[src/rtl/bcd_pkg.sv]
// Shared definitions for the shared binary-to-BCD conversion scheduler.
// Contents: FSM state type, BCD nibble width, double-dabble adjust
// constants, and a helper that computes the minimum number of BCD digits
// needed to represent an N-bit unsigned value.
package bcd_pkg;

  typedef enum logic [1:0] {
    IDLE  = 2'd0,
    SHIFT = 2'd1,
    DONE  = 2'd2
  } conv_state_t;

  localparam int BCD_W      = 4;
  localparam int ADJ_THRESH = 5;
  localparam int ADJ_ADD    = 3;

  // Smallest digit count d with 10^d > 2^n - 1.
  function automatic int min_digits(input int n);
    longint maxv;
    longint lim;
    int     d;
    maxv = (64'sd1 <<< n) - 64'sd1;
    lim  = 64'sd10;
    d    = 1;
    for (int i = 0; i < 19; i++) begin
      if (lim <= maxv) begin
        d   = d + 1;
        lim = lim * 64'sd10;
      end
    end
    return d;
  endfunction

endpackage

[src/rtl/bcd_conv_scheduler_if.sv]
// Bundle between the two display requesters and the conversion scheduler.
// master: requester side (drives req/bin0/bin1, observes results)
// slave : scheduler side (observes requests, drives gnt_id/busy/done/tens/units)
interface bcd_conv_scheduler_if #(
  parameter int N = 6
);

  logic [1:0]                 req;
  logic [N-1:0]               bin0;
  logic [N-1:0]               bin1;
  logic                       gnt_id;
  logic                       busy;
  logic [1:0]                 done;
  logic [bcd_pkg::BCD_W-1:0]  tens;
  logic [bcd_pkg::BCD_W-1:0]  units;

  modport master (
    output req, bin0, bin1,
    input  gnt_id, busy, done, tens, units
  );

  modport slave (
    input  req, bin0, bin1,
    output gnt_id, busy, done, tens, units
  );

endinterface

[src/rtl/bcd_conv_scheduler_dd_step.sv]
// One double-dabble iteration, purely combinational.
// Ports:
//   cur : current {bcd digits, remaining binary bits}
//   nxt : after add-3 on every BCD nibble >= 5 and a left shift by one
module dd_step
  import bcd_pkg::*;
#(
  parameter int N      = 6,
  parameter int DIGITS = 2
) (
  input  logic [DIGITS*BCD_W+N-1:0] cur,
  output logic [DIGITS*BCD_W+N-1:0] nxt
);

  localparam int W = DIGITS*BCD_W + N;

  logic [W-1:0] adj_s;

  // Per-nibble add-3 correction, then shift the whole vector left by one.
  always_comb begin
    adj_s = cur;
    for (int d = 0; d < DIGITS; d++) begin
      if (cur[N + d*BCD_W +: BCD_W] >= BCD_W'(ADJ_THRESH)) begin
        adj_s[N + d*BCD_W +: BCD_W] = cur[N + d*BCD_W +: BCD_W] + BCD_W'(ADJ_ADD);
      end else begin
        adj_s[N + d*BCD_W +: BCD_W] = cur[N + d*BCD_W +: BCD_W];
      end
    end
    nxt = {adj_s[W-2:0], 1'b0};
  end

endmodule

[src/rtl/bcd_conv_scheduler.sv]
// Shared binary-to-BCD conversion engine for two requesters.
// Round-robin arbitration in IDLE, N double-dabble shift cycles, then a
// one-cycle DONE state that pulses done[gnt_id]. All outputs registered.
// Ports:
//   clk   : system clock, rising edge
//   rst_n : asynchronous active-low reset
//   bus   : slave side of bcd_conv_scheduler_if (req/bin0/bin1 in,
//           gnt_id/busy/done/tens/units out)
module bcd_conv_scheduler
  import bcd_pkg::*;
#(
  parameter int N      = 6,
  parameter int DIGITS = 2
) (
  input  logic                  clk,
  input  logic                  rst_n,
  bcd_conv_scheduler_if.slave   bus
);

  localparam int CW = $clog2(N + 1);
  localparam int BW = DIGITS * BCD_W;

  // Reject digit counts too small for the full binary range.
  generate
    if (DIGITS < min_digits(N)) begin : g_bad_digits
      $error("bcd_conv_scheduler: DIGITS too small for N-bit input");
    end
  endgenerate

  conv_state_t      state_r;
  logic             gnt_r;
  logic             last_r;
  logic             busy_r;
  logic [1:0]       done_r;
  logic [BCD_W-1:0] tens_r;
  logic [BCD_W-1:0] units_r;
  logic [CW-1:0]    cnt_r;
  logic [N-1:0]     shift_r;
  logic [BW-1:0]    bcd_r;

  logic             winner_s;
  logic [BW+N-1:0]  step_in_s;
  logic [BW+N-1:0]  step_out_s;

  // Round-robin pick: with both requesting, serve the one not served last.
  always_comb begin
    if (bus.req == 2'b11) begin
      winner_s = ~last_r;
    end else if (bus.req[1]) begin
      winner_s = 1'b1;
    end else begin
      winner_s = 1'b0;
    end
  end

  assign step_in_s = {bcd_r, shift_r};

  dd_step #(
    .N      (N),
    .DIGITS (DIGITS)
  ) u_dd_step (
    .cur (step_in_s),
    .nxt (step_out_s)
  );

  // Scheduler FSM: grant, iterate the conversion, publish the result.
  always_ff @(posedge clk or negedge rst_n) begin
    if (!rst_n) begin
      state_r <= IDLE;
      gnt_r   <= 1'b0;
      last_r  <= 1'b1;
      busy_r  <= 1'b0;
      done_r  <= 2'b00;
      tens_r  <= {BCD_W{1'b0}};
      units_r <= {BCD_W{1'b0}};
      cnt_r   <= {CW{1'b0}};
      shift_r <= {N{1'b0}};
      bcd_r   <= {BW{1'b0}};
    end else begin
      case (state_r)
        IDLE: begin
          if (bus.req != 2'b00) begin
            gnt_r   <= winner_s;
            shift_r <= winner_s ? bus.bin1 : bus.bin0;
            bcd_r   <= {BW{1'b0}};
            cnt_r   <= CW'(N);
            busy_r  <= 1'b1;
            state_r <= SHIFT;
          end else begin
            state_r <= IDLE;
          end
        end
        SHIFT: begin
          {bcd_r, shift_r} <= step_out_s;
          cnt_r            <= cnt_r - CW'(1);
          // Digits land on the same edge as the final shift.
          if (cnt_r == CW'(1)) begin
            tens_r  <= step_out_s[N + BCD_W +: BCD_W];
            units_r <= step_out_s[N +: BCD_W];
            done_r  <= gnt_r ? 2'b10 : 2'b01;
            state_r <= DONE;
          end else begin
            state_r <= SHIFT;
          end
        end
        DONE: begin
          done_r  <= 2'b00;
          busy_r  <= 1'b0;
          last_r  <= gnt_r;
          state_r <= IDLE;
        end
        default: begin
          done_r  <= 2'b00;
          busy_r  <= 1'b0;
          state_r <= IDLE;
        end
      endcase
    end
  end

  assign bus.gnt_id = gnt_r;
  assign bus.busy   = busy_r;
  assign bus.done   = done_r;
  assign bus.tens   = tens_r;
  assign bus.units  = units_r;

endmodule

[src/flat_wrapper.sv]
// flat-port wrapper written by rule: the top's interface ports become plain ports
module bcd_conv_scheduler_flat import bcd_pkg::*;
#(
  parameter int N      = 6,
  parameter int DIGITS = 2
)
  (clk, rst_n, bus_req, bus_bin0, bus_bin1, bus_gnt_id, bus_busy, bus_done, bus_tens, bus_units);
  bcd_conv_scheduler_if #(.N(N)) bus_i ();
  input  logic clk;
  input  logic rst_n;
  input wire logic [$bits(bus_i.req)-1:0] bus_req;
  input wire logic [$bits(bus_i.bin0)-1:0] bus_bin0;
  input wire logic [$bits(bus_i.bin1)-1:0] bus_bin1;
  output wire logic [$bits(bus_i.gnt_id)-1:0] bus_gnt_id;
  output wire logic [$bits(bus_i.busy)-1:0] bus_busy;
  output wire logic [$bits(bus_i.done)-1:0] bus_done;
  output wire logic [$bits(bus_i.tens)-1:0] bus_tens;
  output wire logic [$bits(bus_i.units)-1:0] bus_units;
  assign bus_i.req = bus_req;
  assign bus_i.bin0 = bus_bin0;
  assign bus_i.bin1 = bus_bin1;
  assign bus_gnt_id = bus_i.gnt_id;
  assign bus_busy = bus_i.busy;
  assign bus_done = bus_i.done;
  assign bus_tens = bus_i.tens;
  assign bus_units = bus_i.units;
  bcd_conv_scheduler #(.N(N), .DIGITS(DIGITS)) u_core (.clk(clk), .rst_n(rst_n), .bus(bus_i));
endmodule
[config.mk]
export PLATFORM = sky130hd
export DESIGN_NAME = bcd_conv_scheduler_flat
export DESIGN_NICKNAME = d
export VERILOG_FILES = /design/src/rtl/bcd_pkg.sv /design/src/rtl/bcd_conv_scheduler_if.sv /design/src/rtl/bcd_conv_scheduler_dd_step.sv /design/src/rtl/bcd_conv_scheduler.sv /design/src/flat_wrapper.sv
export SDC_FILE = /design/constraint.sdc
export NUM_CORES = 1
export LEC_CHECK = 0
export BUFFER_PORTS_ARGS = -buffer_cell sky130_fd_sc_hd__clkbuf_2
export CORE_AREA = 2 2 56 58
export CTS_CLUSTER_SIZE = 8
export DETAILED_ROUTE_END_ITERATION = 8
export DIE_AREA = 0 0 58 60
export PLACE_DENSITY = 0.83
export SLEW_MARGIN = 30
export SYNTH_ARGS = -nofsm -noshare
export SYNTH_HDL_FRONTEND = slang
export SYNTH_SLANG_ARGS = --single-unit
[constraint.sdc]
create_clock -name clk -period 3.2 [get_ports clk]
set_clock_uncertainty 0.2 [all_clocks]
set_input_delay 0.64 -clock clk [delete_from_list [all_inputs] [get_ports clk]]
set_output_delay 0.64 -clock clk [all_outputs]
set_load 0.01 [all_outputs]
# After elaboration in Yosys (flattened, before gate mapping)
# Cells that the tools add are included.
# classes
n_eq_ne	6
order_cmp	2
bitwise	3
mux	19
n_reduce_logical	8
addsub	3
# ops
operator	n
8-bit case mux with 2 select lines	1
6-bit two-way mux	2
6-bit case mux with 2 select lines	1
2-bit AND reduction	5
4-bit by 3-bit greater-or-equal comparator with 1-bit output (second input constant)	2
8-bit two-way mux	1
2-bit case mux with 2 select lines	2
2-bit two-way mux	3
3-bit two-way mux	2
3-bit case mux with 2 select lines	1
4-bit by 2-bit adder with 4-bit output (second input constant)	1
2-bit == test (second input constant)	2
1-bit two-way mux	4
4-bit two-way mux	1
2-bit by 1-bit inequality test with 1-bit output (second input constant)	2
2-bit nonzero test	2
3-bit by 2-bit adder with 3-bit output (second input constant)	1
3-bit by 1-bit == test with 1-bit output (second input constant)	1
1-bit inverter	3
3-bit by 1-bit subtractor with 3-bit output (second input constant)	1
2-bit by 1-bit == test with 1-bit output (second input constant)	1
2-bit logical NOT	1
1-bit case mux with 2 select lines	1
# totals
ff_bits	32
word_cells	51
output_inout_bits	12
inputBits	16

# Depth between registers and ports, before layout
# Gate-level depths: netlist of run 1.
# depth
depth_word	5
depth_mapped	7
ltp_nobuf	6

# By module
# A second synthesis of run 1 with hierarchy kept.
# hier_totals
cells_unflattened	153
area_unflattened_um2	1707.9
# by_module_without_submodules
mod	cells_each	area_per_inst_um2	n_inst	seq_area_each_um2
bcd_conv_scheduler	117	1468.9	1	802.0
dd_step	36	239.0	1	0.0

# Least setup slack after synthesis of run 1
# No wires, ideal clock.
# synth_timing
path_kind	input port to flip-flop
start	in bus_req[1]
end	reg u_core.shift_r[4]
stages	4
setup_time_ns	0.119
slack_ns	1.457
path_buffers	0
t_required_ns	2.881
t_arrival_ns	1.424
path_cell_list	a21boi_4 > mux2_2 > o22ai_1 > o21ai_2
# synth_between
elab_chain_cells	5
word_cells_on_any_way	9
cone_classes	eq/ne: 2; mux: 5; reduce/logical: 2
# synth_lines
item	line_no	text
start: declaration	flat_wrapper.sv:11	input wire logic [$bits(bus_i.req)-1:0] bus_req;
2-bit == test or 1-bit two-way mux (tied branches)	bcd_conv_scheduler.sv:47, bcd_conv_scheduler.sv:49	
1-bit two-way mux	bcd_conv_scheduler.sv:47	if (bus.req == 2'b11) begin
6-bit two-way mux	bcd_conv_scheduler.sv:84	shift_r <= winner_s ? bus.bin1 : bus.bin0;
6-bit two-way mux	bcd_conv_scheduler.sv:82	if (bus.req != 2'b00) begin
6-bit case mux with 2 select lines	bcd_conv_scheduler.sv:80	case (state_r)
end signal: assignment	bcd_conv_scheduler.sv:77	shift_r <= {N{1'b0}};
end signal: assignment	bcd_conv_scheduler.sv:84	
end signal: assignment	bcd_conv_scheduler.sv:94	{bcd_r, shift_r} <= step_out_s;
end: declaration	bcd_conv_scheduler.sv:38	logic [N-1:0] shift_r;
# Several ways; a longest one is shown, not always the timed one. The select of a mux whose other input is x is not followed.
# A chain may end at the register's enable or synchronous reset.

# Worst setup path after layout of run 1
# layout_timing
start	reg u_core.state_r[1]
end	reg u_core.tens_r[2] (netlist: u_core.bus.tens[2])
# layout_between
elab_chain_cells	2
# layout_lines
item	line_no	text
start: declaration	bcd_conv_scheduler.sv:30	conv_state_t state_r;
start signal: assignment	bcd_conv_scheduler.sv:69	state_r <= IDLE;
start signal: assignment	bcd_conv_scheduler.sv:88	state_r <= SHIFT;
start signal: assignment	bcd_conv_scheduler.sv:90	state_r <= IDLE;
2-bit by 1-bit == test with 1-bit output	bcd_conv_scheduler.sv:80	
2-bit AND reduction (no line)	-	
end signal: assignment	bcd_conv_scheduler.sv:74	tens_r <= {BCD_W{1'b0}};
end signal: assignment	bcd_conv_scheduler.sv:98	tens_r <= step_out_s[N + BCD_W +: BCD_W];
end: declaration	bcd_conv_scheduler.sv:35	logic [BCD_W-1:0] tens_r;
# Every way passes these cells.

==> impl_table.tex, run 1 <==
\begin{tabular}{lr}
\hline
Metric & Value \\
\hline
\multicolumn{2}{l}{\textbf{Status}} \\
Outcome & complete, no violations \\
\multicolumn{2}{l}{\textbf{Pwr}} \\
Power Dens Cells & 985 nW/µm² \\
Leakage power & 0.868 nW \\
Final Total Pwr & 1.77 mW \\
Worst VDD drop & 0.601 mV \\
\multicolumn{2}{l}{\textbf{Floorplan}} \\
Die footprint & 3480 µm² \\
Row cnt & 20 \\
Count of pins on the block boundary & 28 \\
Starting density of the core & 55.3\% \\
DIE HEIGHT & 60 µm \\
Standard cell core area & 2900 µm² \\
Die width & 58 µm \\
\multicolumn{2}{l}{\textbf{Layout}} \\
Storage cell area & 802 µm² \\
Number of antenna repair diodes & 0 \\
Number of nets in the layout & 190 \\
Area growth from synthesis to final layout & 11.7\% \\
Post-layout instance count excluding filler cells & 202 \\
Share of post-route cells with drive strength above 1 & 33.7\% \\
Combined area of the multi-input logic cells & 727 µm² \\
Final-layout fill cell count & 225 \\
\multicolumn{2}{l}{\textbf{CTS}} \\
Count of clock tree sinks & 32 \\
CTS tree & built \\
Latest clock arrival within the worst-skew pair & 330 ps \\
Total clock buffers created by CTS & 5 \\
Number of buffers inserted by post-CTS setup repair & 0 \\
Clock slew seen by the registers of the worst setup and hold paths & 100 ps \\
Clk buf depth & 2 \\
CTS H-tree lvls & 2 \\
Quantity of gates resized following cts & 0 \\
Hold Buf Count CTS & 0 \\
Clock root buffer & sky130\_fd\_sc\_hd\_\_clkbuf\_4 \\
\multicolumn{2}{l}{\textbf{Critical path}} \\
FF-to-FF setup slack & 1330 ps \\
Startpoint kind of the worst setup timing path & flip-flop \\
Required time at the worst-slack endpoint & 3220 ps \\
Critical Path Source & u\_core.state\_r[1] \\
Type of the setup path with the least slack & flip-flop to flip-flop \\
Critical-path maximum fanout & 14 \\
Endpoint arrival time on the critical path & 1890 ps \\
Sort of element at the end of the critical path & flip-flop \\
Startpoint of the worst-slack reg-to-reg timing path & u\_core.state\_r[1] \\
\multicolumn{2}{l}{\textbf{Timing}} \\
Worst-Margin Slew & 797 ps \\
Final Critical Period & 1870 ps \\
Period Utilization, post-route & 58.3\% \\
Final Max Slew Viols & 0 \\
Unrepaired setup endpoints after global routing & no \\
Sum of negative setup slack & 0 ps \\
Fin. Hold Viols & 0 \\
Final setup violation count & 0 \\
FMAX & 536 MHz \\
Relative slew margins & 46.9\% \\
\multicolumn{2}{l}{\textbf{Synth}} \\
Share of flip-flops with an asynchronous set or reset & 100\% \\
Number of synthesized flops with an enable pin & 0 \\
Primary flip-flop cell chosen by synthesis mapping & sky130\_fd\_sc\_hd\_\_dfrtp\_1 \\
Synthesized instance count & 139 \\
Share of Yosys cell area claimed by the top area cell type & 48.3\% \\
Post-Synthesis Net Count & 161 \\
Mean Syn Cell Area & 11.6 µm² \\
Top cells by instance count after synthesis & sky130\_fd\_sc\_hd\_\_dfrtp\_1 (31), sky130\_fd\_sc\_hd\_\_nand2\_1 (9), sky130\_fd\_sc\_hd\_\_nor2\_1 (9), sky130\_fd\_sc\_hd\_\_a21oi\_1 (8), sky130\_fd\_sc\_hd\_\_inv\_1 (8) \\
Ranking of synthesized cells by area & sky130\_fd\_sc\_hd\_\_dfrtp\_1 (48\%), sky130\_fd\_sc\_hd\_\_ha\_1 (4.7\%), sky130\_fd\_sc\_hd\_\_mux2\_2 (4.2\%) \\
Seq/Total Area, Yosys & 49.9\% \\
Number of warnings printed during yosys synthesis & 0 \\
Count leader, synth & sky130\_fd\_sc\_hd\_\_dfrtp\_1 \\
Mapped cell area & 1610 µm² \\
Cell type with the highest aggregate area in the netlist & sky130\_fd\_sc\_hd\_\_dfrtp\_1 \\
Cell variety after synth & 35 \\
Register bit total from synthesis & 32 \\
\multicolumn{2}{l}{\textbf{Route}} \\
Routed WL & 3030 µm \\
Routed WL per cell & 15.0 µm \\
1st-iter DRT viols & 35 \\
Detailed-route DRC error count & 0 \\
Number of nets with antenna violations after detailed routing & 0 \\
DR vias/cell & 5.64 \\
Number of vias after detailed routing & 1140 \\
Number of iterations in the first detailed-routing pass & 4 \\
\multicolumn{2}{l}{\textbf{Place}} \\
Total half-perimeter wirelength after legalization and detailed placement & 2190 µm \\
Buffers on Ports & 27 \\
Last weighted congestion value of the routability-driven placer & 0.802 \\
Cell count after placement & 194 \\
\multicolumn{2}{l}{\textbf{Global route}} \\
Overall track demand over capacity in global routing & 20.8\% \\
Pin count of the biggest net entering global routing & 33 \\
Gr ovfl total & 0 \\
Vias in the first global route & 1147 \\
Wire length of the first global-routing pass & 5260 µm \\
Antenna violations before repair & 0 \\
\multicolumn{2}{l}{\textbf{Worst hold path}} \\
Min-delay worst type & input pin to asynchronous set/reset pin \\
\multicolumn{2}{l}{\textbf{Run}} \\
Max\_cap viols & 0 \\
\hline
\end{tabular}
## worst max-delay path, cell delays in order, from the launching register on
cell	delay (ps)
sky130_fd_sc_hd__dfrtp_1	500
sky130_fd_sc_hd__and2b_4	420
sky130_fd_sc_hd__and2_4	280
sky130_fd_sc_hd__mux2_2	350
## worst paths after layout
path | end | depth (start not counted)
max | u_core.bus.tens[2] | 3
min | u_core.bcd_r[7] | 1
max reg2reg | u_core.bus.tens[2] | 3
min reg2reg | u_core.shift_r[3] | 2
max in group asynchronous | u_core.bus.units[2] | 1
min in group clk | u_core.shift_r[3] | 2
## state kept, by name, indices dropped and copies added (netlist names)
signal,count
u_core.bus.gnt_id,1
u_core.cnt_r,3
u_core.bcd_r,8
u_core.bus.done,2
u_core.bus.tens,4
u_core.shift_r,6
u_core.last_r,1
u_core.bus.busy,1
u_core.bus.units,4
u_core.state_r,2
## per-stage QoR
stage	hold WS [ps]	setup slack, ps	util [%]	area [µm²]
after floorplan	144	1460	-	1610
after global placement	264	1250	59.8	1740
after detailed placement	268	1190	59.8	1740
after CTS	194	1350	61.8	1790
after global routing	227	1270	61.8	1790
final	177	1330	61.8	1790
## cell type report
| class | instances | share of cell area (%) |
|---|---|---|
| Sequential cell | 32 | 44.7 |
| Multi-Input combinational cell | 94 | 40.5 |
| Timing Repair Buffer | 27 | 7.53 |
| Clock buffer | 8 | 3.28 |
| Tap cell | 33 | 2.30 |
| Inverter | 8 | 1.67 |
## report_power, final
group / switching (mW) / internal, mW / total [mW]
clock: 0.138 / 0.108 / 0.246
combinational: 0.413 / 0.378 / 0.791
sequential: 0.146 / 0.585 / 0.731
## cells in the final DEF, fill, tap and decap left out, types with 2 or more instances in the layout
| master | Yosys | final |
|---|---|---|
| sky130_fd_sc_hd__o21ai_0 | 4 | 4 |
| sky130_fd_sc_hd__nor3b_1 | 4 | 4 |
| sky130_fd_sc_hd__ha_1 | 6 | 6 |
| sky130_fd_sc_hd__o21ai_2 | 4 | 4 |
| sky130_fd_sc_hd__nand2b_1 | 3 | 3 |
| sky130_fd_sc_hd__dfrtp_1 | 31 | 31 |
| sky130_fd_sc_hd__clkbuf_4 | 0 | 5 |
| sky130_fd_sc_hd__o31ai_1 | 2 | 2 |
| sky130_fd_sc_hd__nand2_1 | 9 | 9 |
| sky130_fd_sc_hd__o21ai_1 | 2 | 2 |
| sky130_fd_sc_hd__xnor2_1 | 3 | 3 |
| sky130_fd_sc_hd__and2b_4 | 2 | 2 |
| sky130_fd_sc_hd__o22ai_1 | 5 | 5 |
| sky130_fd_sc_hd__a21oi_2 | 2 | 2 |
| sky130_fd_sc_hd__nor2_1 | 9 | 9 |
| sky130_fd_sc_hd__a32o_1 | 2 | 2 |
| sky130_fd_sc_hd__mux2i_1 | 5 | 5 |
| sky130_fd_sc_hd__mux2_4 | 3 | 3 |
| sky130_fd_sc_hd__inv_1 | 8 | 8 |
| sky130_fd_sc_hd__clkbuf_2 | 0 | 27 |
| sky130_fd_sc_hd__mux2_2 | 6 | 6 |
| sky130_fd_sc_hd__clkbuf_1 | 0 | 2 |
| sky130_fd_sc_hd__a21oi_1 | 8 | 8 |
| sky130_fd_sc_hd__a22o_1 | 5 | 5 |
## cell families (layout without fill, tap and decap cells)
group / Yosys count / after routing / synth area share [%]
AOI/OAI and AO/OA: 39 / 39 / 17.9
xor gates and xnor gates: 3 / 3 / 1.64
adders and majority gates: 6 / 6 / 4.67
buffers and inverters: 13 / 43 / 4.83
DFF: 32 / 32 / 49.9
muxes: 14 / 14 / 10.1
and+or+nand+nor: 32 / 32 / 10.9
## metal layers
| metal | global-route usage (%) | part of all wire (%) | up-vias | wire [µm] |
|---|---|---|---|---|
| li1 | - | - | 548 | - |
| met5 | 0 | 0 | - | 0 |
| met4 | 7.64 | 0.69 | 0 | 21 |
| met2 | 33.1 | 49 | 28 | 1480 |
| met3 | 6.71 | 4.4 | 3 | 133 |
| met1 | 26.7 | 46 | 561 | 1390 |
(Power assumes the default switching activity.)
==> run 2: changes to the inputs <==
--- a/config.mk
+++ b/config.mk
@@ -6,11 +6,11 @@
 export NUM_CORES = 1
 export LEC_CHECK = 0
 export BUFFER_PORTS_ARGS = -buffer_cell sky130_fd_sc_hd__clkbuf_2
-export CORE_AREA = 2 2 56 58
+export CORE_AREA = 2 2 61 63
 export CTS_CLUSTER_SIZE = 8
 export DETAILED_ROUTE_END_ITERATION = 8
-export DIE_AREA = 0 0 58 60
-export PLACE_DENSITY = 0.83
+export DIE_AREA = 0 0 63 65
+export PLACE_DENSITY = 0.74
 export SLEW_MARGIN = 30
 export SYNTH_ARGS = -nofsm -noshare
 export SYNTH_HDL_FRONTEND = slang
==> constraint.sdc (replaced) <==
create_clock -name clk -period 1.55 [get_ports clk]
set_clock_uncertainty 0.2 [all_clocks]
set_input_delay 0.31 -clock clk [delete_from_list [all_inputs] [get_ports clk]]
set_output_delay 0.31 -clock clk [all_outputs]
set_load 0.01 [all_outputs]
==> impl_table.tex, run 2 (same netlist as run 1, synthesis figures left out) <==
\begin{tabular}{lr}
\hline
Metric & Value \\
\hline
\multicolumn{2}{l}{\textbf{Critical path}} \\
Critical Path, Cell by Cell & inv\_2 > ha\_4 > nand2b\_4 > a21oi\_4 > mux2i\_2 > a22o\_1 \\
Startpoint kind of the worst setup timing path & flip-flop \\
Required time at the worst-slack endpoint & 1610 ps (-1610 ps) \\
Family with the most delay on the worst path & flip-flops \\
Bufs and invs on worst path & 1 (+1) \\
Endpoint arrival time on the critical path & 1720 ps (-170 ps) \\
Type of the setup path with the least slack & flip-flop to flip-flop \\
Critical-path maximum fanout & 3 (-11) \\
Sort of element at the end of the critical path & flip-flop \\
Biggest cell delay along the critical path & 450 ps (-50 ps) \\
Cell type of the slowest stage on the worst timing path & sky130\_fd\_sc\_hd\_\_dfrtp\_2 \\
\multicolumn{2}{l}{\textbf{Floorplan}} \\
Die width & 63 µm (+8.6\%) \\
DIE HEIGHT & 65 µm (+8.3\%) \\
Row cnt & 22 (+10\%) \\
Standard cell core area & 3500 µm² (+20\%) \\
Die footprint & 4100 µm² (+18\%) \\
Starting density of the core & 46.0\% (-9.4 points) \\
Count of pins on the block boundary & 28 (unchanged) \\
\multicolumn{2}{l}{\textbf{Global route}} \\
Wire length of the first global-routing pass & 6140 µm (+17\%) \\
Vias in the first global route & 1261 (+9.9\%) \\
Pin count of the biggest net entering global routing & 26 (-21\%) \\
Overall track demand over capacity in global routing & 20.1\% (-0.70 points) \\
Antenna violations before repair & 0 (unchanged) \\
Gr ovfl total & 0 (unchanged) \\
\multicolumn{2}{l}{\textbf{Layout}} \\
Number of antenna repair diodes & 0 (unchanged) \\
Most frequent cells in the layout & sky130\_fd\_sc\_hd\_\_dfrtp\_1 (29), sky130\_fd\_sc\_hd\_\_clkbuf\_2 (27), sky130\_fd\_sc\_hd\_\_buf\_4 (20) \\
Largest registers & u\_core.bcd\_r: 8 flops, u\_core.shift\_r: 6 flops \\
Area growth from synthesis to final layout & 40.0\% \\
Commonest non-fill, non-tap cell in the layout & sky130\_fd\_sc\_hd\_\_dfrtp\_1 \\
Biggest register & u\_core.bcd\_r \\
Flip-flop count of the largest register after layout & 8 (unchanged) \\
Share of post-route cells with drive strength above 1 & 56.9\% (+23 points) \\
Number of nets in the layout & 216 (+14\%) \\
\multicolumn{2}{l}{\textbf{Pwr}} \\
Leakage power & 1.04 nW (+20\%) \\
Worst VDD drop & 1.02 mV (+70\%) \\
Power Dens Cells & 2100 nW/µm² (+110\%) \\
\multicolumn{2}{l}{\textbf{Timing}} \\
Worst-case setup margin in the final layout & -107 ps (-1440 ps) \\
Worst slack on hold paths & 82.1 ps (-95.0 ps) \\
Worst-Margin Slew & 300 ps (-496 ps) \\
Final setup violation count & 12 (+12) \\
Relative slew margins & 79.8\% (+33 points) \\
Fin. Hold Viols & 0 (unchanged) \\
Final Critical Period & 1660 ps (-208 ps) \\
Period Utilization, post-route & 107\% (+49 points) \\
FMAX & 603 MHz (+13\%) \\
Unrepaired setup endpoints after global routing & yes \\
Final Max Slew Viols & 0 (unchanged) \\
Sum of negative setup slack & -566 ps (-566 ps) \\
\multicolumn{2}{l}{\textbf{Status}} \\
Outcome & finished with violations \\
Violations in the final reports & setup timing \\
\multicolumn{2}{l}{\textbf{Place}} \\
Buffers on Ports & 27 (unchanged) \\
Total half-perimeter wirelength after legalization and detailed placement & 2440 µm (+11\%) \\
Last weighted congestion value of the routability-driven placer & 0.773 (-3.7\%) \\
\multicolumn{2}{l}{\textbf{CTS}} \\
Clock slew seen by the registers of the worst setup and hold paths & 110 ps (about the same) \\
CTS H-tree lvls & 2 (unchanged) \\
Count of clock tree sinks & 32 (unchanged) \\
Total clock buffers created by CTS & 5 (unchanged) \\
Latest clock arrival within the worst-skew pair & 340 ps (about the same) \\
Clk buf depth & 2 (unchanged) \\
Clock root buffer & sky130\_fd\_sc\_hd\_\_clkbuf\_4 \\
CTS tree & built \\
\multicolumn{2}{l}{\textbf{Route}} \\
DR vias/cell & 5.21 (-7.7\%) \\
1st-iter DRT viols & 26 (-26\%) \\
Number of iterations in the first detailed-routing pass & 4 (unchanged) \\
Number of nets with antenna violations after detailed routing & 0 (unchanged) \\
Detailed-route DRC error count & 0 (unchanged) \\
Routed WL & 3770 µm (+24\%) \\
Routed WL per cell & 15.5 µm (+3.3\%) \\
Number of vias after detailed routing & 1266 (+11\%) \\
\multicolumn{2}{l}{\textbf{Run}} \\
Max\_cap viols & 0 (unchanged) \\
\multicolumn{2}{l}{\textbf{Worst hold path}} \\
Min-delay worst type & input pin to flip-flop \\
\hline
\end{tabular}
[run 2: worst paths after layout]
path	start	to	slack, ps	cells after the start
worst min-delay path	bus_bin1[0]	u_core.shift_r[0]	80	3
worst max-delay path	u_core.bcd_r[0]	u_core.bcd_r[2]	-110	6
max in group asynchronous	rst_n	u_core.last_r	480	3
min in group asynchronous	rst_n	u_core.bus.tens[3]	180	2
worst max register to register	u_core.bcd_r[0]	u_core.bcd_r[2]	-110	6
worst min register to register	u_core.shift_r[2]	u_core.shift_r[2]	290	2
[run 2: worst reg2reg max path, stage by stage (launching register included)]
cell and delay (ps):
sky130_fd_sc_hd__dfrtp_2 450, sky130_fd_sc_hd__inv_2 90, sky130_fd_sc_hd__ha_4 160, sky130_fd_sc_hd__nand2b_4 60
sky130_fd_sc_hd__a21oi_4 170, sky130_fd_sc_hd__mux2i_2 270, sky130_fd_sc_hd__a22o_1 180
[run 2: through the flow]
stage / area, µm² / util, % / power [mW] / instances / worst slack (ps)
global route: 2250 / 64.3 / 4.99 / 243 / -146
CTS: 2130 / 60.8 / 4.39 / 239 / -69.1
detailed placement: 1930 / 55.2 / 3.46 / 228 / -120
floorplan: 1610 / - / 2.76 / 139 / -65.8
global placement: 1930 / 55.2 / 3.35 / 228 / -40.0
finish: 2250 / 64.3 / 4.71 / 243 / -107
[run 2: where the power goes]
part / switching [mW] / internal [mW] / leakage, nW
sequential: 0.353 / 1.21 / 0.385
combinational: 1.16 / 1.35 / 0.616
clock: 0.298 / 0.338 / 0.0422
[run 2: area by class of cell]
class / count / area (µm²)
well taps: 48 / 60.1
fillers: 272 / 1250
clock buffers: 6 / 41.3
flip-flops and latches: 32 / 805
repair buffers: 53 / 369
inverters: 8 / 30.0
multi-input cells: 94 / 908
clock inverters: 2 / 35.0
[run 2: timing repair]
action                                  in CTS  in global routing
hold buffers                                 1                  0
hold endpoints to repair                    31                  0
gates cloned                                 0                  0
setup buffers                                2                  4
pin swaps                                    6                  5
gates resized for setup                     20                 21
endpoints found under the setup margin      15                 20
[run 2: layer usage]
metal | vias to the layer above | GRT usage, % | part of all wire (%)
li1 | 600 | - | -
met1 | 632 | 23.7 | 42
met2 | 30 | 34.4 | 53
met3 | 4 | 4.34 | 2.8
met4 | 0 | 10.3 | 1.6
met5 | - | 0 | 0
